===== src/rtl/divmmc_mapper.sv =====
// DivMMC paging controller: decodes the control port, runs the automap trap FSM and gates ROM-area writes.
// Optional NMI button support is compiled in with `define DIVMMC_NMI_EN.
module divmmc_mapper #(
  parameter bit         TRAP_3D = 1'b1,
  parameter logic [7:0] PORT    = 8'hE3
) (
  input  logic        clock,
  input  logic        reset,
  input  logic        cpuM1,
  input  logic        cpuMreq,
  input  logic        cpuIorq,
  input  logic        cpuWr,
  input  logic [15:0] cpuA,
  input  logic [7:0]  cpuDi,
`ifdef DIVMMC_NMI_EN
  input  logic        nmiButton,
  output logic        cpuNmi,
`endif
  output logic        divMap,
  output logic        divRam,
  output logic [3:0]  divPage,
  output logic        ramWp
);

  typedef enum logic [1:0] {IDLE, PEND_MAP, PEND_UNMAP} trap_state_t;

  trap_state_t state_q, state_d;
  logic       conmem_q, conmem_d;
  logic       mapram_q, mapram_d;
  logic [3:0] page_q, page_d;
  logic       automap_q, automap_d;
  logic       io_wr_q, fetch_q, m1_q;
  logic       div_map_q, div_map_d;
  logic       div_ram_q, div_ram_d;
  logic [3:0] div_page_q, div_page_d;

  logic io_wr, fetch, fetch_start, fetch_end, port_write;
  logic map_hit, unmap_hit, instant_map;
  logic unused_di;

  assign unused_di = ^cpuDi[5:4];

`ifdef DIVMMC_NMI_EN
  logic nmi_btn_q;
  logic nmi_armed_q, nmi_armed_d;
  logic cpu_nmi_q, cpu_nmi_d;
`endif

  always_comb begin
    io_wr       = !cpuIorq && !cpuWr && (cpuA[7:0] == PORT) && cpuM1;
    fetch       = !cpuM1 && !cpuMreq;
    fetch_start = fetch && !fetch_q;
    fetch_end   = cpuM1 && !m1_q;
    port_write  = io_wr && !io_wr_q;
    map_hit     = (cpuA == 16'h0000) || (cpuA == 16'h0008) || (cpuA == 16'h0038) ||
                  (cpuA == 16'h04C6) || (cpuA == 16'h0562);
`ifdef DIVMMC_NMI_EN
    map_hit     = map_hit || ((cpuA == 16'h0066) && nmi_armed_q);
`endif
    unmap_hit   = (cpuA[15:3] == 13'h03FF);
    instant_map = TRAP_3D && fetch_start && (cpuA[15:8] == 8'h3D) && !automap_q;
  end

  always_comb begin
    state_d   = state_q;
    conmem_d  = conmem_q;
    mapram_d  = mapram_q;
    page_d    = page_q;
    automap_d = automap_q;

    if (port_write) begin
      conmem_d = cpuDi[7];
      mapram_d = mapram_q | cpuDi[6];
      page_d   = cpuDi[3:0];
    end

    // Traps are delayed to the end of the fetch so the trapped opcode still comes from the old map.
    case (state_q)
      IDLE: begin
        if (instant_map)
          automap_d = 1'b1;
        else if (fetch_start && map_hit)
          state_d = PEND_MAP;
        else if (fetch_start && unmap_hit && automap_q)
          state_d = PEND_UNMAP;
      end
      PEND_MAP: begin
        if (fetch_end) begin
          automap_d = 1'b1;
          state_d   = IDLE;
        end
      end
      PEND_UNMAP: begin
        if (fetch_end) begin
          automap_d = 1'b0;
          state_d   = IDLE;
        end
      end
      default: state_d = IDLE;
    endcase

    div_map_d  = conmem_d | automap_d;
    div_ram_d  = mapram_d & !conmem_d;
    div_page_d = page_d;
  end

`ifdef DIVMMC_NMI_EN
  always_comb begin
    nmi_armed_d = nmi_armed_q;
    cpu_nmi_d   = cpu_nmi_q;
    if (nmiButton && !nmi_btn_q && !div_map_q) begin
      nmi_armed_d = 1'b1;
      cpu_nmi_d   = 1'b0;
    end
    if (fetch_start && (cpuA == 16'h0066)) begin
      nmi_armed_d = 1'b0;
      cpu_nmi_d   = 1'b1;
    end
  end

  always_ff @(posedge clock) begin
    if (reset) begin
      nmi_btn_q   <= 1'b0;
      nmi_armed_q <= 1'b0;
      cpu_nmi_q   <= 1'b1;
    end else begin
      nmi_btn_q   <= nmiButton;
      nmi_armed_q <= nmi_armed_d;
      cpu_nmi_q   <= cpu_nmi_d;
    end
  end

  assign cpuNmi = cpu_nmi_q;
`endif

  always_ff @(posedge clock) begin
    if (reset) begin
      state_q    <= IDLE;
      conmem_q   <= 1'b0;
      mapram_q   <= 1'b0;
      page_q     <= 4'd0;
      automap_q  <= 1'b0;
      io_wr_q    <= 1'b0;
      fetch_q    <= 1'b0;
      m1_q       <= 1'b1;
      div_map_q  <= 1'b0;
      div_ram_q  <= 1'b0;
      div_page_q <= 4'd0;
    end else begin
      state_q    <= state_d;
      conmem_q   <= conmem_d;
      mapram_q   <= mapram_d;
      page_q     <= page_d;
      automap_q  <= automap_d;
      io_wr_q    <= io_wr;
      fetch_q    <= fetch;
      m1_q       <= cpuM1;
      div_map_q  <= div_map_d;
      div_ram_q  <= div_ram_d;
      div_page_q <= div_page_d;
    end
  end

  assign divMap  = div_map_q;
  assign divRam  = div_ram_q;
  assign divPage = div_page_q;

  // Protects the 48K ROM, the esxdos ROM and bank 3 when it stands in for the ROM under mapram.
  always_comb begin
    ramWp = !cpuMreq && !cpuWr && (
              ((cpuA[15:14] == 2'b00) && !div_map_q) ||
              (div_map_q && (cpuA[15:13] == 3'b000) && (!conmem_q || mapram_q)) ||
              (div_map_q && (cpuA[15:13] == 3'b001) && mapram_q && !conmem_q && (page_q == 4'd3)));
  end

endmodule

===== config.mk =====
export PLATFORM = sky130hd
export DESIGN_NAME = divmmc_mapper
export DESIGN_NICKNAME = d
export VERILOG_FILES = /design/src/rtl/divmmc_mapper.sv
export SDC_FILE = /design/constraint.sdc
export NUM_CORES = 1
export LEC_CHECK = 0
export CAP_MARGIN = 20
export CORE_MARGIN = 3
export CORE_UTILIZATION = 36
export DETAILED_ROUTE_END_ITERATION = 16
export GPL_TIMING_DRIVEN = 0
export PLACE_DENSITY = 0.74
export SYNTH_ARGS = -nofsm -noshare
export SYNTH_HDL_FRONTEND = slang
export SYNTH_SLANG_ARGS = --single-unit

===== constraint.sdc =====
create_clock -name clock -period 1.9 [get_ports clock]
set_input_delay 0.57 -clock clock [delete_from_list [all_inputs] [get_ports clock]]
set_output_delay 0.57 -clock clock [all_outputs]
set_load 0.02 [all_outputs]

==> out/metrics.yaml, run 1 <==
cp_slowest_cell: "sky130_fd_sc_hd__or4_4"
die_span_in_x_microns: 53.5
estimated_wirelength_of_the_detail_placed_design_mm: 1.58
timing.critical_path.depth: 4
tns_ns: -0.105
synth.largest_area_cell: "sky130_fd_sc_hd__dfxtp_1"
run_status: "finished with violations"
timing.reg2reg.setup_slack_ns: 0.11
pwr_density_cell_nw_per_um2: 438
chipHeight_microns: 53.5
hold_buf_count_cts: 0
placeableCoreArea_sq_um: 2040
number_of_h_tree_levels: 1
antenna_violations_before_repair: 0
syn_inst: 91
post_drt_via_cell_ratio: 5.42
path_cells: "buf_8 > or4_4 > nor2_4 > buf_6"
drt_iter0_markers: 5
ioPinCount: 37
dr.pass1.iters: 4
postPlaceCellArea_sq_um: 1190
cts.reportedPaths.clkPinSlew_ns: 0.08
cts_max_path_buffers: 2
synth_nets: 125
rsz0062_at_grt: "true"
drive_above_1_share_pct: 32.4
fin_skew_ns: 0.00307
dieArea_sq_um: 2860
finalCriticalPeriod_ns: 2.01
route.detailed.wl_per_inst_microns: 15.1
timing.critical_path.arrival_ns: 1.44
syn_area_per_cell_sq_um: 8.92
global_route.overflow_total: 0
clock-sinks: 14
n_antenna_cell: 0
final-setup-viol-count: 1
tritoncts.num_buffers: 3
final_net_count: 171
worstPathMaxFanout: 2
first_global_vias: 844
postRouteAntennaNets: 0
postLayoutSetupSlackWorst_ns: -0.105
vdd_drop_max_v: 0.000323
type_of_element_launching_the_critical_path: "input port"
grt_pass1_wl_mm: 3.57
timing_max_transition_violations_final: 0
synth.top_cell.area_share_pct: 34.5
worst_hold_path_class: "flip-flop to flip-flop"
critPathMaxStageDelay_ns: 0.54
place.gp.congestion: 0.781
critPathRequiredTime_ns: 1.33
final_cell_mix: "sky130_fd_sc_hd__nor2_1 (13), sky130_fd_sc_hd__clkdlybuf4s50_1 (13), sky130_fd_sc_hd__dfxtp_1 (12)"
placementRows: 16
violations: "setup timing"
power_mw: 0.617
drt-total-wl_mm: 2.46
starting_utilization_of_the_core_area_pct: 39.8
worst_slew_margin_rel_pct: 71.0
yosys-top-cells-area: "sky130_fd_sc_hd__dfxtp_1 (35%), sky130_fd_sc_hd__mux2i_1 (8.6%), sky130_fd_sc_hd__nor2_1 (6.9%), sky130_fd_sc_hd__ha_1 (6.2%), sky130_fd_sc_hd__nor3_1 (3.7%)"
insertion_delay_ns: 0.27
critPathCaptureType: "primary output"
synth.yosys.seq_area_share_pct: 34.5
buf_inv_on_cp: 2
grt_start_max_net_pins: 11
power.leakage_nw: 0.566
pre_cts_slack_ns: -0.982
cts-root-buf: "sky130_fd_sc_hd__clkbuf_4"
flip_flop_and_latch_count_after_synthesis: 14
timing.critical_path.max_delay_family: "simple AND/OR/NAND/NOR gates"
clock_tree_from_tritoncts: "built"
final_hold_viol_count: 0
timing.max_cap.violations: 0
io_buffers: 34
holdPathStages: 2
globalRouteTotalUtil_pct: 17.4
design_area_sq_um: 1410
yosysWarnings: 0
maxClockFrequency_mhz: 499
netlist_area_sq_um: 812
area_delta_synth_final_pct: 73.3
post-route-period-util_pct: 106
drcViolationCount: 0
worst_r2r_path_depth: 7
worst_pin_slew_ns: 0.435
worstSetupPathType: "input port to primary output"
detailroute.via_count: 884
yosysUniqueCellTypes: 32
[cell type report]
cell class / count / area, sq um
fill: 161 / 634
inverter: 3 / 11.3
timing repair buffer: 41 / 413
tap: 27 / 33.8
buffer: 1 / 3.75
sequential: 14 / 283
clock buffer: 4 / 36.3
multi-input combinational: 73 / 627
[power by group]
group / internal, mW / switching [mW]
clock: 0.116 / 0.0913
combinational: 0.0625 / 0.0494
sequential: 0.295 / 0.00168
[tightest hold or removal path, cell delays in order (launching register included)]
cell and delay (ns):
sky130_fd_sc_hd__dfxtp_1 0.37, sky130_fd_sc_hd__a21oi_1 0.05, sky130_fd_sc_hd__nor2_1 0.07
[cell usage after synthesis]
| master | instances |
|---|---|
| sky130_fd_sc_hd__nand4_2 | 1 |
| sky130_fd_sc_hd__nor3_1 | 6 |
| sky130_fd_sc_hd__ha_1 | 4 |
| sky130_fd_sc_hd__nand4_1 | 3 |
| sky130_fd_sc_hd__o2111ai_1 | 2 |
| sky130_fd_sc_hd__a21oi_2 | 1 |
| sky130_fd_sc_hd__nand3_1 | 1 |
| sky130_fd_sc_hd__nand2_1 | 5 |
| sky130_fd_sc_hd__nand2b_1 | 3 |
| sky130_fd_sc_hd__nor4b_1 | 2 |
| sky130_fd_sc_hd__and4bb_2 | 1 |
| sky130_fd_sc_hd__nor4b_4 | 1 |
| sky130_fd_sc_hd__inv_1 | 3 |
| sky130_fd_sc_hd__or4_1 | 1 |
| sky130_fd_sc_hd__a21oi_1 | 3 |
| sky130_fd_sc_hd__nor3b_1 | 1 |
| sky130_fd_sc_hd__clkbuf_1 | 1 |
| sky130_fd_sc_hd__or2_2 | 1 |
| sky130_fd_sc_hd__a41oi_1 | 1 |
| sky130_fd_sc_hd__a2111o_1 | 1 |
| sky130_fd_sc_hd__or3_1 | 1 |
| sky130_fd_sc_hd__nor2b_1 | 3 |
| sky130_fd_sc_hd__nor4_1 | 2 |
| sky130_fd_sc_hd__o21ai_0 | 1 |
| sky130_fd_sc_hd__o41ai_1 | 1 |
| sky130_fd_sc_hd__nor2_1 | 15 |
| sky130_fd_sc_hd__o21a_1 | 1 |
| sky130_fd_sc_hd__nor3_4 | 1 |
| sky130_fd_sc_hd__a2111oi_0 | 2 |
| sky130_fd_sc_hd__mux2i_1 | 7 |
| sky130_fd_sc_hd__a211oi_1 | 1 |
| sky130_fd_sc_hd__dfxtp_1 | 14 |
[through the flow]
stage | hold slack [ns] | util [%] | std cells
5_1_grt | 0.556 | 68.9 | 163
6_report | 0.522 | 68.9 | 163
3_3_place_gp | 0.503 | 58.2 | 152
4_1_cts | 0.523 | 64.0 | 160
2_1_floorplan | 0.474 | - | 91
3_5_place_dp | 0.503 | 58.2 | 152
[worst paths after layout]
check        startpoint          to
max            cpuA[14]       ramWp
min            mapram_q    mapram_q
min reg2reg    mapram_q    mapram_q
max reg2reg  state_q[0]  state_q[0]
[cell families after synthesis]
family,synth area share (%)
and+or+nand+nor,35.6
AOI/OAI and AO/OA,13.3
DFF,34.5
muxes,8.63
buffers and inverters,1.85
adders and majority gates,6.16
[repair_timing]
action / CTS / global route
resized for setup: 42 / 31
buffers inserted: 4 / 3
endpoints found under the setup margin: 12 / 11
pin swaps: 7 / 15
[per-layer routing]
layer	routed length [microns]	track usage, %	share of wire (%)
met4	33	8.94	1.3
met2	1210	30.8	49
met3	207	3.10	8.4
met1	1010	19.5	41
met5	0	0	0
[registers in the layout, summed over array words and instances (netlist names)]
| name | cells |
|---|---|
| conmem_q | 1 |
| automap_q | 1 |
| divPage | 4 |
| fetch_q | 1 |
| divRam | 1 |
| mapram_q | 1 |
| io_wr_q | 1 |
| state_q | 2 |
| divMap | 1 |
| m1_q | 1 |
No activity file was read; power rests on OpenSTA's default activity.
==> run 2, diff against run 1 <==
CORE_ASPECT_RATIO = 1.1   (was default)
==> run 2 against run 1 <==
The flow still finishes with violations (setup timing). Global-route usage shrank 0.30 points. Non-clock buffer count is the same. Sequential share of layout area grew 1.0 points. Worst setup slack gained 0.0058 ns. Via count shrank 0.34%. Clock skew shrank 0.0014 ns. Sequential power is essentially flat. Clock power is essentially flat. Maximum frequency grew 0.29%. Clock-buffer cell count is the same. Largest power group unchanged.
==> out/metrics.yaml, run 2 (synthesized netlist as in run 1, its figures left out) <==
final_net_count: 171
power.internal_mw: 0.467
share_seq_of_total_power_pct: 49.0
starting_utilization_of_the_core_area_pct: 39.4
global_route.overflow_total: 0
placeableCoreArea_sq_um: 2060
detailroute.via_count: 881
hold_slack_ns: 0.523
worstSetupPathType: "input port to primary output"
ioPinCount: 37
largest_register_ffs: 4
critPathCaptureType: "primary output"
worst_pin_slew_ns: 0.428
pwr_density_cell_nw_per_um2: 454
placementRows: 17
chipHeight_microns: 55.8
drcViolationCount: 0
final_cell_mix: "sky130_fd_sc_hd__nor2_1 (13), sky130_fd_sc_hd__dfxtp_1 (13), sky130_fd_sc_hd__clkdlybuf4s50_1 (13)"
globalRouteTotalUtil_pct: 17.1
grt_start_max_net_pins: 11
insertion_delay_ns: 0.27
cts.reportedPaths.clkPinSlew_ns: 0.08
clock-sinks: 14
layout.core_utilization_pct: 64.6
global_routing_met3_resource_utilization_pct: 3.49
r2r-start: "state_q[0]"
timing.max_cap.violations: 0
postPlaceCellArea_sq_um: 1190
design_area_sq_um: 1330
first_global_vias: 866
place.gp.congestion: 0.832
vdd_drop_max_v: 0.000401
drt-total-wl_mm: 2.41
rsz0062_at_grt: "true"
power.share.clock_pct: 34.7
gr-usage-met2_pct: 30.6
timing.critical_path.max_delay_family: "simple AND/OR/NAND/NOR gates"
hold_buf_count_cts: 0
final-setup-viol-count: 1
critPathMaxStageDelay_ns: 0.54
dieArea_sq_um: 2860
buf_inv_on_cp: 2
hold_path.startpoint: "mapram_q"
groute.layer.met1.usage_pct: 19.8
power_frac_comb_pct: 16.4
clock_tree_from_tritoncts: "built"
cts-root-buf: "sky130_fd_sc_hd__clkbuf_4"
post-route-period-util_pct: 105
drive_above_1_share_pct: 25.0
io_buffers: 34
global_route.peak_usage_layer: "met2"
run_status: "finished with violations"
power_mw: 0.606
postRouteAntennaNets: 0
type_of_element_launching_the_critical_path: "input port"
worstSetupStartpoint: "cpuMreq"
area_delta_synth_final_pct: 64.3
switching_share_pct: 22.9
cp_slowest_cell: "sky130_fd_sc_hd__or4_4"
postLayoutSetupSlackWorst_ns: -0.0995
post_drt_via_cell_ratio: 5.37
finalNonFillerCells: 164
maxClockFrequency_mhz: 500
number_of_h_tree_levels: 1
die_span_in_x_microns: 51.3
cts_max_path_buffers: 2
timing_max_transition_violations_final: 0
tritoncts.num_buffers: 3
finalCriticalPeriod_ns: 2.00
antenna_violations_before_repair: 0
grt_pass1_wl_mm: 3.83
power.net_switching_mw: 0.139
path_cells: "buf_8 > or4_4 > nor2_4 > buf_6"
timing.critical_path.arrival_ns: 1.43
critPathRequiredTime_ns: 1.33
violations: "setup timing"
worstPathMaxFanout: 2
worst_slew_margin_rel_pct: 71.5
route.detailed.wl_per_inst_microns: 14.7
n_antenna_cell: 0
fin_skew_ns: 0.00167
dp_cells: 153
dr.pass1.iters: 4
drt_iter0_markers: 8
estimated_wirelength_of_the_detail_placed_design_mm: 1.78
power.leakage_nw: 0.515
final_hold_viol_count: 0
worst_hold_path_class: "flip-flop to flip-flop"
[run 2: metrics by stage]
| stage | TNS [ns] | worst slack [ns] |
|---|---|---|
| 2_1_floorplan | 0 | 0.0219 |
| 6_report | -0.0995 | -0.0995 |
| 4_1_cts | -0.127 | -0.127 |
| 3_5_place_dp | -6.96 | -0.985 |
| 5_1_grt | -0.242 | -0.125 |
| 3_3_place_gp | -6.44 | -0.991 |
[run 2: final timing paths]
check                to  slack (ns)  depth (start not counted)
max reg2reg  state_q[0]        0.12                          7
min reg2reg    mapram_q        0.52                          2
max               ramWp        -0.1                          4
min            mapram_q        0.52                          2
[run 2: area by class of cell]
type	instances	area [sq um]
Buffer	1	3.75
Clock buffer	4	36.3
Fill cell	177	729
Inverter	3	11.3
Multi-Input combinational cell	73	569
Sequential cell	14	282
Tap cell	28	35.0
Timing Repair Buffer	41	397
[run 2: what timing repair did]
item,in CTS,in global routing
gates resized for setup,52,8
setup buffers,3,4
endpoints found under the setup margin,12,11
pin swaps,12,7
[run 2: power groups by stage]
stage | Clock [mW] | Combinational (mW) | Sequential [mW]
floorplan | 0 | 0.0224 | 0.303
global placement | 0 | 0.0990 | 0.303
detailed placement | 0 | 0.101 | 0.303
CTS | 0.216 | 0.0956 | 0.296
global route | 0.228 | 0.106 | 0.297
finish | 0.210 | 0.0993 | 0.296
[run 2: worst reg2reg max path: stages, from the launching register on]
cell and delay [ns]:
sky130_fd_sc_hd__dfxtp_2 0.35, sky130_fd_sc_hd__inv_1 0.08, sky130_fd_sc_hd__ha_1 0.31, sky130_fd_sc_hd__inv_1 0.09, sky130_fd_sc_hd__o2111ai_2 0.16, sky130_fd_sc_hd__a2111o_1 0.42
sky130_fd_sc_hd__o41ai_2 0.09, sky130_fd_sc_hd__mux2i_1 0.22
[run 2: routing by layer]
layer	part of all wire (%)	up-vias	wire length, microns
met5	0	-	0
met4	0.58	0	14
met3	7.0	2	168
met2	51	35	1240
met1	41	414	991
li1	-	430	-
